===== src/rtl/quad_enc_emu_core.sv =====
// Rotary-encoder emulator slot: emits N quadrature edges on enc_a/enc_b spaced by a programmable period, plus a push-switch level.
// Register writes take effect on the sampling edge; outputs are flop-driven, reads are a combinational mux, no backpressure.
module quad_enc_emu_core #(
    parameter int CNT_W      = 16,
    parameter int DEF_PERIOD = 50000
) (
    input  logic        clk,
    input  logic        reset,
    input  logic        cs,
    input  logic        write,
    input  logic        read,
    input  logic [4:0]  addr,
    input  logic [31:0] wr_data,
    output logic [31:0] rd_data,
    output logic        enc_a,
    output logic        enc_b,
    output logic        enc_sw,
    output logic        busy
);

    localparam logic [0:0] ST_IDLE = 1'b0;
    localparam logic [0:0] ST_RUN  = 1'b1;
    localparam logic [CNT_W-1:0] ONE = {{(CNT_W-1){1'b0}}, 1'b1};

    logic [0:0]       state_q, state_d;
    logic [CNT_W-1:0] period_q, period_d;
    logic [CNT_W-1:0] timer_q, timer_d;
    logic [CNT_W-1:0] remaining_q, remaining_d;
    logic             dir_q, dir_d;
    logic [1:0]       phase_q, phase_d;
    logic [1:0]       ab_q, ab_d;
    logic             sw_q, sw_d;
    logic             busy_q, busy_d;

    logic             wr_en;
    logic [1:0]       reg_sel;
    logic [CNT_W-1:0] wr_cnt;
    logic [CNT_W-1:0] period_eff;
    logic             unused_ok;

    assign wr_en      = cs & write;
    assign reg_sel    = addr[1:0];
    assign wr_cnt     = wr_data[CNT_W-1:0];
    assign period_eff = (period_q == '0) ? ONE : period_q;
    assign unused_ok  = &{1'b0, read, addr[4:2], wr_data[31:17]};

    function automatic logic [1:0] gray(input logic [1:0] p);
        return {p[1], p[1] ^ p[0]};
    endfunction

    always_comb begin
        state_d     = state_q;
        period_d    = period_q;
        timer_d     = timer_q;
        remaining_d = remaining_q;
        dir_d       = dir_q;
        phase_d     = phase_q;
        sw_d        = sw_q;

        if (wr_en && reg_sel == 2'd0) period_d = wr_cnt;
        if (wr_en && reg_sel == 2'd3) sw_d = wr_data[0];

        case (state_q)
            ST_IDLE: begin
                if (wr_en && reg_sel == 2'd1 && wr_cnt != '0) begin
                    remaining_d = wr_cnt;
                    dir_d       = wr_data[16];
                    timer_d     = period_eff - ONE;
                    state_d     = ST_RUN;
                end
            end
            default: begin
                // Abort wins over a coincident step so no edge escapes after it.
                if (wr_en && reg_sel == 2'd2) begin
                    state_d     = ST_IDLE;
                    remaining_d = '0;
                    timer_d     = '0;
                end else if (timer_q != '0) begin
                    timer_d = timer_q - ONE;
                end else begin
                    phase_d     = dir_q ? phase_q + 2'd1 : phase_q - 2'd1;
                    remaining_d = remaining_q - ONE;
                    timer_d     = period_eff - ONE;
                    if (remaining_q == ONE) state_d = ST_IDLE;
                end
            end
        endcase

        busy_d = (state_d == ST_RUN);
        ab_d   = gray(phase_d);
    end

    always_ff @(posedge clk) begin
        if (reset) begin
            state_q     <= ST_IDLE;
            period_q    <= CNT_W'(DEF_PERIOD);
            timer_q     <= '0;
            remaining_q <= '0;
            dir_q       <= 1'b0;
            phase_q     <= 2'd0;
            ab_q        <= 2'b00;
            sw_q        <= 1'b0;
            busy_q      <= 1'b0;
        end else begin
            state_q     <= state_d;
            period_q    <= period_d;
            timer_q     <= timer_d;
            remaining_q <= remaining_d;
            dir_q       <= dir_d;
            phase_q     <= phase_d;
            ab_q        <= ab_d;
            sw_q        <= sw_d;
            busy_q      <= busy_d;
        end
    end

    always_comb begin
        rd_data = '0;
        case (reg_sel)
            2'd0: rd_data[CNT_W-1:0] = period_q;
            2'd1: begin
                rd_data[CNT_W-1:0] = remaining_q;
                rd_data[16]        = busy_q;
            end
            2'd2: rd_data[1:0] = ab_q;
            default: rd_data[0] = sw_q;
        endcase
    end

    assign enc_a  = ab_q[1];
    assign enc_b  = ab_q[0];
    assign enc_sw = sw_q;
    assign busy   = busy_q;

endmodule


===== config.mk =====
export PLATFORM = sky130hd
export DESIGN_NAME = quad_enc_emu_core
export DESIGN_NICKNAME = d
export VERILOG_FILES = /design/src/rtl/quad_enc_emu_core.sv
export SDC_FILE = /design/constraint.sdc
export NUM_CORES = 1
export LEC_CHECK = 0
export ABC_AREA = 0
export ABC_CLOCK_PERIOD_IN_PS = 3000
export CORE_MARGIN = 3
export CORE_UTILIZATION = 48
export CTS_CLUSTER_SIZE = 8
export DETAILED_ROUTE_END_ITERATION = 7
export PLACE_DENSITY = 0.78
export SKIP_LAST_GASP = 1
export SLEW_MARGIN = 20
export SYNTH_ARGS = -nofsm -noshare
export SYNTH_HDL_FRONTEND = slang
export SYNTH_SLANG_ARGS = --single-unit

===== constraint.sdc =====
create_clock -name clk -period 3 [get_ports clk]
set_clock_uncertainty 0.15 [all_clocks]
set_input_delay 0.3 -clock clk [delete_from_list [all_inputs] [get_ports clk]]
set_output_delay 0.3 -clock clk [all_outputs]
set_load 0.01 [all_outputs]

==> tab_implementation.tex, run 1 <==
\begin{tabular}{lr}
\hline
Metric & Value \\
\hline
\multicolumn{2}{l}{\textbf{Critical path}} \\
Required arrival time at the worst endpoint & 3.09 ns \\
Critical path class & register to register \\
Critical path startpoint category & register \\
Critical Path AT & 2.85 ns \\
Crit Path Max Fanout & 7 \\
Critical Path Sink Type & register \\
\multicolumn{2}{l}{\textbf{Power and ir drop}} \\
Lkg Pwr & 1.63 nW \\
Worst voltage drop across the vdd grid & 0.277 mV \\
Design Power & 1.79 mW \\
Cell area power density & 397 nW/um\^{}2 \\
\multicolumn{2}{l}{\textbf{Routing}} \\
DRT antenna net count & 0 \\
Number of DRC markers after the initial detailed-route iteration & 249 \\
Via density & 6.30 \\
Routed wire length & 11.5 mm \\
DRC violation count after routing & 0 \\
Routed wirelength normalized by instance count & 18.2 microns \\
Vias & 3988 \\
First-pass iteration count of the detailed router & 5 \\
\multicolumn{2}{l}{\textbf{Logic synthesis}} \\
Multiplexer fraction of the synthesized cell area & 0.0497 \\
Number of warnings issued by yosys & 0 \\
Fraction of synthesis flops using an asynchronous set or reset pin & 0 \\
Dominant combinational cell family by area after synthesis & compound AO/OA/AOI/OAI gates \\
Syn Std Cell Area & 3880 sq um \\
Leading register cell type out of synthesis & sky130\_fd\_sc\_hd\_\_dfxtp\_1 \\
Number of register bits inferred by synthesis & 54 \\
Average size of a mapped cell & 7.93 sq um \\
Ranking of synthesized cells by area & sky130\_fd\_sc\_hd\_\_dfxtp\_1 (28\%), sky130\_fd\_sc\_hd\_\_a21oi\_1 (5.2\%), sky130\_fd\_sc\_hd\_\_nand2\_1 (4.6\%) \\
Dominant cell by count in the synthesized netlist & sky130\_fd\_sc\_hd\_\_dfxtp\_1 \\
Most frequent cells after synthesis & sky130\_fd\_sc\_hd\_\_dfxtp\_1 (54), sky130\_fd\_sc\_hd\_\_nand2\_1 (48), sky130\_fd\_sc\_hd\_\_a21oi\_1 (40), sky130\_fd\_sc\_hd\_\_nor2\_1 (33), sky130\_fd\_sc\_hd\_\_clkbuf\_1 (25) \\
Adder-Cell Fraction of Synth Area & 0.0161 \\
Sequential-to-total area share from yosys stat & 0.279 \\
Post-synthesis share of cell area spent on and, or, nand and nor gates & 0.260 \\
Proportion of netlist area held by the largest area contributor & 0.279 \\
Number of flops mapped to enable cells by yosys & 0 \\
Complex-gate fraction of the synthesized area & 0.262 \\
Count of distinct cell types in the synthesized netlist & 71 \\
Parity-gate share of the synthesized area counting xor and xnor cells & 0.0316 \\
Gate Count Post-Synth & 489 \\
Cell type with the largest total area after synthesis & sky130\_fd\_sc\_hd\_\_dfxtp\_1 \\
\multicolumn{2}{l}{\textbf{Layout}} \\
Final-layout fill cell count & 731 \\
Ant. Diodes & 0 \\
Proportion of layout cells with a drive suffix above 1 & 0.122 \\
Flip-flop and latch area & 1080 sq um \\
Core Util, Final & 0.580 \\
Net count, final & 577 \\
Area overhead of the layout relative to synthesis & 16.2\% \\
Combined area of the multi-input logic cells & 2460 sq um \\
\multicolumn{2}{l}{\textbf{Clocking}} \\
Clock tree from TritonCTS & built \\
Skew-Pair Late Insertion Delay & 0.33 ns \\
H-tree levels & 2 \\
Clock Pin Slew Worst Setup and Hold Paths & 0.11 ns \\
Clock root buffer & sky130\_fd\_sc\_hd\_\_clkbuf\_8 \\
Clock buffers created by TritonCTS & 5 \\
Maximum clock path buffer count & 2 \\
Sinks on the clock net & 54 \\
\multicolumn{2}{l}{\textbf{Placed design}} \\
Post-detailed-placement half-perimeter wirelength & 8.44 mm \\
Routability congestion estimate & 1.00 \\
Input/output buffers & 43 \\
\multicolumn{2}{l}{\textbf{Floorplan}} \\
Core Footprint & 7770 sq um \\
Total Die Area & 9190 sq um \\
Starting density of the core & 0.499 \\
Horiz. Die Dim & 95.9 microns \\
Die height & 95.9 microns \\
\# rows & 32 \\
Num ports & 78 \\
\multicolumn{2}{l}{\textbf{Timing}} \\
Final period demand of the worst path & 2.76 ns \\
Setup repair after global routing missed its margin & false \\
Count of endpoints failing setup in the final report & 0 \\
Tightest slew margin relative to the limit & 0.383 \\
Maximum operating frequency & 362 MHz \\
Final Max Tran Viols & 0 \\
Final Cycle Share & 0.921 \\
Hold Violations, Final & 0 \\
Transition time at the pin with the least slew margin & 0.918 ns \\
Setup TNS Final & 0 ns \\
\multicolumn{2}{l}{\textbf{GRT}} \\
Total congestion overflow & 0 \\
Via count of the first global-routing pass & 3753 \\
Global-route wire length before repair & 18.8 mm \\
GRT Total Usage & 0.259 \\
Number of antenna violations at the first check in global routing & 0 \\
Largest net degree at the start of global routing & 40 \\
\multicolumn{2}{l}{\textbf{Flow run}} \\
Max-cap violations & 0 \\
\multicolumn{2}{l}{\textbf{Min path}} \\
Path category of the worst min-delay check & primary input to register \\
\multicolumn{2}{l}{\textbf{Outcome}} \\
Outcome & completed \\
\hline
\end{tabular}
flip-flops by register name, summed over array words and instances, names as in the netlist:
signal / cells
dir_q: 1
period_q: 16
ab_q: 1
timer_q: 16
enc_sw: 1
remaining_q: 16
busy: 1
phase_q: 2
path summary, 6_finish.rpt:
kind | startpoint | to | slack, ns | depth (start not counted)
setup / recovery | period_q[5] | timer_q[14] | 0.24 | 9
hold / removal | reset | timer_q[12] | 0.25 | 2
setup reg to reg | period_q[5] | timer_q[14] | 0.24 | 9
hold reg to reg | timer_q[9] | timer_q[9] | 0.37 | 2
metrics by stage:
| step | cells | area, sq um | worst slack, ns | hold slack, ns |
|---|---|---|---|---|
| 2_1_floorplan | 503 | 3930 | 0.277 | 0.268 |
| 3_3_place_gp | 625 | 4410 | 0.291 | 0.337 |
| 6_report | 633 | 4510 | 0.237 | 0.251 |
| 3_5_place_dp | 625 | 4410 | 0.211 | 0.344 |
| 5_1_grt | 633 | 4510 | 0.0313 | 0.273 |
| 4_1_cts | 633 | 4500 | 0.185 | 0.248 |
worst max-delay path, stage by stage, from the launching register on:
cell and delay [ns]:
sky130_fd_sc_hd__dfxtp_1 0.44, sky130_fd_sc_hd__or4_4 0.22, sky130_fd_sc_hd__nor3_4 0.07, sky130_fd_sc_hd__a21oi_1 0.22
sky130_fd_sc_hd__ha_1 0.24, sky130_fd_sc_hd__or4b_2 0.66, sky130_fd_sc_hd__nor4_2 0.19, sky130_fd_sc_hd__xor2_1 0.23
sky130_fd_sc_hd__a22oi_1 0.12, sky130_fd_sc_hd__o32ai_1 0.14
cell usage in the layout, fill, tap and decap left out, drive strengths merged, types with 5 or more instances in the layout:
master	n
inv	23
a32o	6
o21ai	11
a21oi	41
nor4	17
xnor2	9
nor2	34
nand3b	6
conb	15
clkbuf	5
and2	5
buf	32
a22oi	9
nand3	13
nand4	7
nor3	18
ha	5
o32ai	9
a31oi	5
dfxtp	54
o22ai	5
mux2i	17
clkdlybuf4s50	42
or3	9
nand2	48
a211oi	11
o31ai	8
xor2	5
final cells by class:
| type | instances | area share |
|---|---|---|
| Clock inverter | 3 | 0.00500 |
| Clock buffer | 5 | 0.0153 |
| Sequential cell | 54 | 0.240 |
| Tap cell | 102 | 0.0283 |
| Multi-Input combinational cell | 373 | 0.547 |
| Timing Repair Buffer | 74 | 0.146 |
| Inverter | 22 | 0.0183 |
kinds of logic after synthesis:
family / count (synthesis)
compound gates: 141
xor+xnor: 14
fa+ha+maj: 5
buf+inv: 76
flops: 54
mux: 18
other cells: 1
simple gates: 180
routing by layer:
layer,global-route usage,vias up,routed length [microns]
met4,0.0924,0,244
met5,0,-,0
li1,-,1875,-
met1,0.341,1862,4610
met2,0.422,224,5590
met3,0.0516,27,1040
what timing repair did:
action / in CTS / in global routing
hold buffers: 0 / 0
setup buffers: 0 / 0
endpoints found under the hold margin: 0 / 0
setup endpoints to repair: 0 / 1
gates resized for setup: 0 / 2
power by group:
group	internal, mW	switching, mW	leakage [nW]	total, mW
clock network	0.170	0.270	0.0489	0.440
registers	0.747	0.0411	0.439	0.788
logic	0.226	0.333	1.15	0.559
total	1.14	0.644	1.63	1.79
Note: power is estimated with default switching activity, not from simulation.
==> run 2, diff against run 1 <==
--- a/config.mk
+++ b/config.mk
@@ -7,11 +7,15 @@
 export LEC_CHECK = 0
 export ABC_AREA = 0
 export ABC_CLOCK_PERIOD_IN_PS = 3000
+export CELL_PAD_IN_SITES_DETAIL_PLACEMENT = 0
+export CELL_PAD_IN_SITES_GLOBAL_PLACEMENT = 1
 export CORE_MARGIN = 3
-export CORE_UTILIZATION = 48
+export CORE_UTILIZATION = 38
 export CTS_CLUSTER_SIZE = 8
 export DETAILED_ROUTE_END_ITERATION = 7
-export PLACE_DENSITY = 0.78
+export GPL_TIMING_DRIVEN = 0
+export PLACE_DENSITY = 0.83
+export RECOVER_POWER = 50
 export SKIP_LAST_GASP = 1
 export SLEW_MARGIN = 20
 export SYNTH_ARGS = -nofsm -noshare
==> run 2 against run 1 <==
Highest routed layer unchanged. Final cell count increased by 8.2%. Setup slack lost 0.16 ns. Cell area rose by 3.1%. First-iteration DRC count increased by 0.80%. Worst hold slack improved by 0.099 ns. Total power up 4.3%. Non-clock buffer count rose by 22. Largest power group unchanged. Die area up 25%.
==> tab_implementation.tex, run 2 (synthesized netlist as in run 1, its figures left out) <==
\begin{tabular}{lr}
\hline
Metric & Value \\
\hline
\multicolumn{2}{l}{\textbf{Timing}} \\
Final Cycle Share & 0.976 (+0.0548) \\
Least setup slack across all paths after layout & 0.0726 ns (-0.164 ns) \\
Final Max Tran Viols & 0 (unchanged) \\
Tightest slew margin relative to the limit & 0.347 (-0.0363) \\
Transition time at the pin with the least slew margin & 0.971 ns (+0.0532 ns) \\
Final period demand of the worst path & 2.93 ns (+0.164 ns) \\
Maximum operating frequency & 342 MHz (-5.6\%) \\
Setup TNS Final & 0 ns (unchanged) \\
Count of endpoints failing setup in the final report & 0 (unchanged) \\
Setup repair after global routing missed its margin & true \\
Hold Violations, Final & 0 (unchanged) \\
\multicolumn{2}{l}{\textbf{Placed design}} \\
Routability congestion estimate & 0.931 (-6.9\%) \\
Input/output buffers & 43 (unchanged) \\
Worst slack, placed & -0.330 ns (-0.541 ns) \\
Dpl cell area & 4530 sq um (+2.7\%) \\
Post-detailed-placement half-perimeter wirelength & 10.2 mm (+21\%) \\
\multicolumn{2}{l}{\textbf{Floorplan}} \\
Horiz. Die Dim & 107 microns (+12\%) \\
Starting density of the core & 0.393 (-0.106) \\
\# rows & 36 (+13\%) \\
Total Die Area & 11400 sq um (+25\%) \\
Num ports & 78 (unchanged) \\
Die height & 107 microns (+12\%) \\
Core Footprint & 9860 sq um (+27\%) \\
\multicolumn{2}{l}{\textbf{Power and ir drop}} \\
Worst voltage drop across the vdd grid & 0.332 mV (+20\%) \\
Sw Share & 0.352 (-0.00873) \\
Switch Pwr & 656 uW (+1.8\%) \\
Int Power & 1.21 mW (+5.8\%) \\
Design Power & 1.86 mW (+4.3\%) \\
Portion of total power attributed to sequential cells & 0.423 (-0.018) \\
Lkg Pwr & 1.70 nW (+3.8\%) \\
Clk pwr share & 0.274 (+0.028) \\
Cell area power density & 402 nW/um\^{}2 (+1.3\%) \\
Combinational power share & 0.303 (-0.010) \\
\multicolumn{2}{l}{\textbf{Clocking}} \\
H-tree levels & 2 (unchanged) \\
Clock Pin Slew Worst Setup and Hold Paths & 0.10 ns (about the same) \\
Clock root buffer & sky130\_fd\_sc\_hd\_\_clkbuf\_8 \\
Sinks on the clock net & 54 (unchanged) \\
Skew-Pair Late Insertion Delay & 0.32 ns (about the same) \\
Clock buffers created by TritonCTS & 5 (unchanged) \\
Clock tree from TritonCTS & built \\
Maximum clock path buffer count & 2 (unchanged) \\
\multicolumn{2}{l}{\textbf{Layout}} \\
Final-layout fill cell count & 1036 (+42\%) \\
Proportion of layout cells with a drive suffix above 1 & 0.123 (+0.000778) \\
Ant. Diodes & 0 (unchanged) \\
Non-Filler Cell Area, Final & 4640 sq um (+3.1\%) \\
Net count, final & 599 (+3.8\%) \\
Area overhead of the layout relative to synthesis & 19.8\% \\
Largest regs & period\_q (16), remaining\_q (16), timer\_q (16) \\
Commonest cells after routing, fill and taps aside & sky130\_fd\_sc\_hd\_\_nand2\_1 (48), sky130\_fd\_sc\_hd\_\_dfxtp\_1 (48), sky130\_fd\_sc\_hd\_\_a21oi\_1 (40), sky130\_fd\_sc\_hd\_\_clkdlybuf4s50\_1 (34), sky130\_fd\_sc\_hd\_\_nor2\_1 (33) \\
\multicolumn{2}{l}{\textbf{Min path}} \\
Path category of the worst min-delay check & register to register \\
\multicolumn{2}{l}{\textbf{Critical path}} \\
Critical path class & register to register \\
Crit Path Max Fanout & 10 (+3) \\
Critical path startpoint category & register \\
Critical Path Sink Type & register \\
Required arrival time at the worst endpoint & 3.04 ns (-0.05 ns) \\
Critical Path AT & 2.97 ns (+0.12 ns) \\
\multicolumn{2}{l}{\textbf{Routing}} \\
DRT antenna net count & 0 (unchanged) \\
DRC violation count after routing & 0 (unchanged) \\
Routed wire length & 13.7 mm (+19\%) \\
Vias & 4103 (+2.9\%) \\
Routed wirelength normalized by instance count & 20.0 microns (+10\%) \\
First-pass iteration count of the detailed router & 5 (unchanged) \\
Via density & 5.99 (-4.9\%) \\
Number of DRC markers after the initial detailed-route iteration & 251 (+0.80\%) \\
\multicolumn{2}{l}{\textbf{GRT}} \\
GRT Total Usage & 0.242 (-0.0178) \\
Number of antenna violations at the first check in global routing & 0 (unchanged) \\
Total congestion overflow & 0 (unchanged) \\
Largest net degree at the start of global routing & 17 (-57\%) \\
Global-route wire length before repair & 21.7 mm (+15\%) \\
Via count of the first global-routing pass & 3928 (+4.7\%) \\
\multicolumn{2}{l}{\textbf{Outcome}} \\
Outcome & completed \\
\multicolumn{2}{l}{\textbf{Flow run}} \\
Max-cap violations & 0 (unchanged) \\
\hline
\end{tabular}
==> run 2: worst paths after layout <==
| kind | startpoint | slack (ns) | endpoint | depth (start not counted) |
|---|---|---|---|---|
| hold reg to reg | timer_q[6] | 0.35 | timer_q[6] | 2 |
| setup reg to reg | timer_q[4] | 0.07 | timer_q[3] | 7 |
| hold / removal | timer_q[6] | 0.35 | timer_q[6] | 2 |
| setup / recovery | timer_q[4] | 0.07 | timer_q[3] | 7 |
==> run 2: critical path: stages, from the launching register on <==
cell                       delay (ns)
sky130_fd_sc_hd__dfxtp_1         0.35
sky130_fd_sc_hd__or3_1           0.37
sky130_fd_sc_hd__clkbuf_1        0.15
sky130_fd_sc_hd__nor3_2          0.73
sky130_fd_sc_hd__a21oi_2         0.34
sky130_fd_sc_hd__buf_2           0.31
sky130_fd_sc_hd__a22oi_1         0.26
sky130_fd_sc_hd__o22ai_1         0.12
==> run 2: per-stage QoR <==
step	util	hold slack (ns)	std cells
floorplan	-	0.268	503
global placement	0.459	0.336	679
detailed placement	0.459	0.339	679
CTS	0.471	0.354	684
global route	0.471	0.380	685
finish	0.471	0.350	685
==> run 2: power groups by stage <==
stage / clock network, mW / logic (mW) / registers (mW)
floorplan: 0 / 0.375 / 0.791
global placement: 0 / 0.554 / 0.801
detailed placement: 0 / 0.557 / 0.803
CTS: 0.513 / 0.560 / 0.787
global route: 0.532 / 0.612 / 0.793
finish: 0.511 / 0.566 / 0.788
==> run 2: final cells by class <==
class                           instances  area [sq um]  share of cell area
Multi-Input combinational cell        373          2460               0.531
Sequential cell                        54          1090               0.234
Clock inverter                          2          38.8             0.00835
Clock buffer                            5          68.8              0.0148
Inverter                               22          82.6              0.0178
Timing Repair Buffer                   44           438              0.0943
Tap cell                              133           166              0.0358
Buffer                                 52           297              0.0639
==> run 2: timing repair <==
action,4_1_cts,5_1_grt
gates resized for setup,4,6
buffers inserted,0,1
setup endpoints to repair,13,2
hold buffers,0,0
pin swaps,0,2
endpoints found under the hold margin,0,0
==> run 2: per-layer routing <==
metal  vias up  routed length, microns  track usage
li1       1924                       -            -
met1      1943                    5600        0.330
met2       215                    6580        0.398
met3        21                    1300       0.0373
met4         0                     240       0.0639
met5         -                       0            0
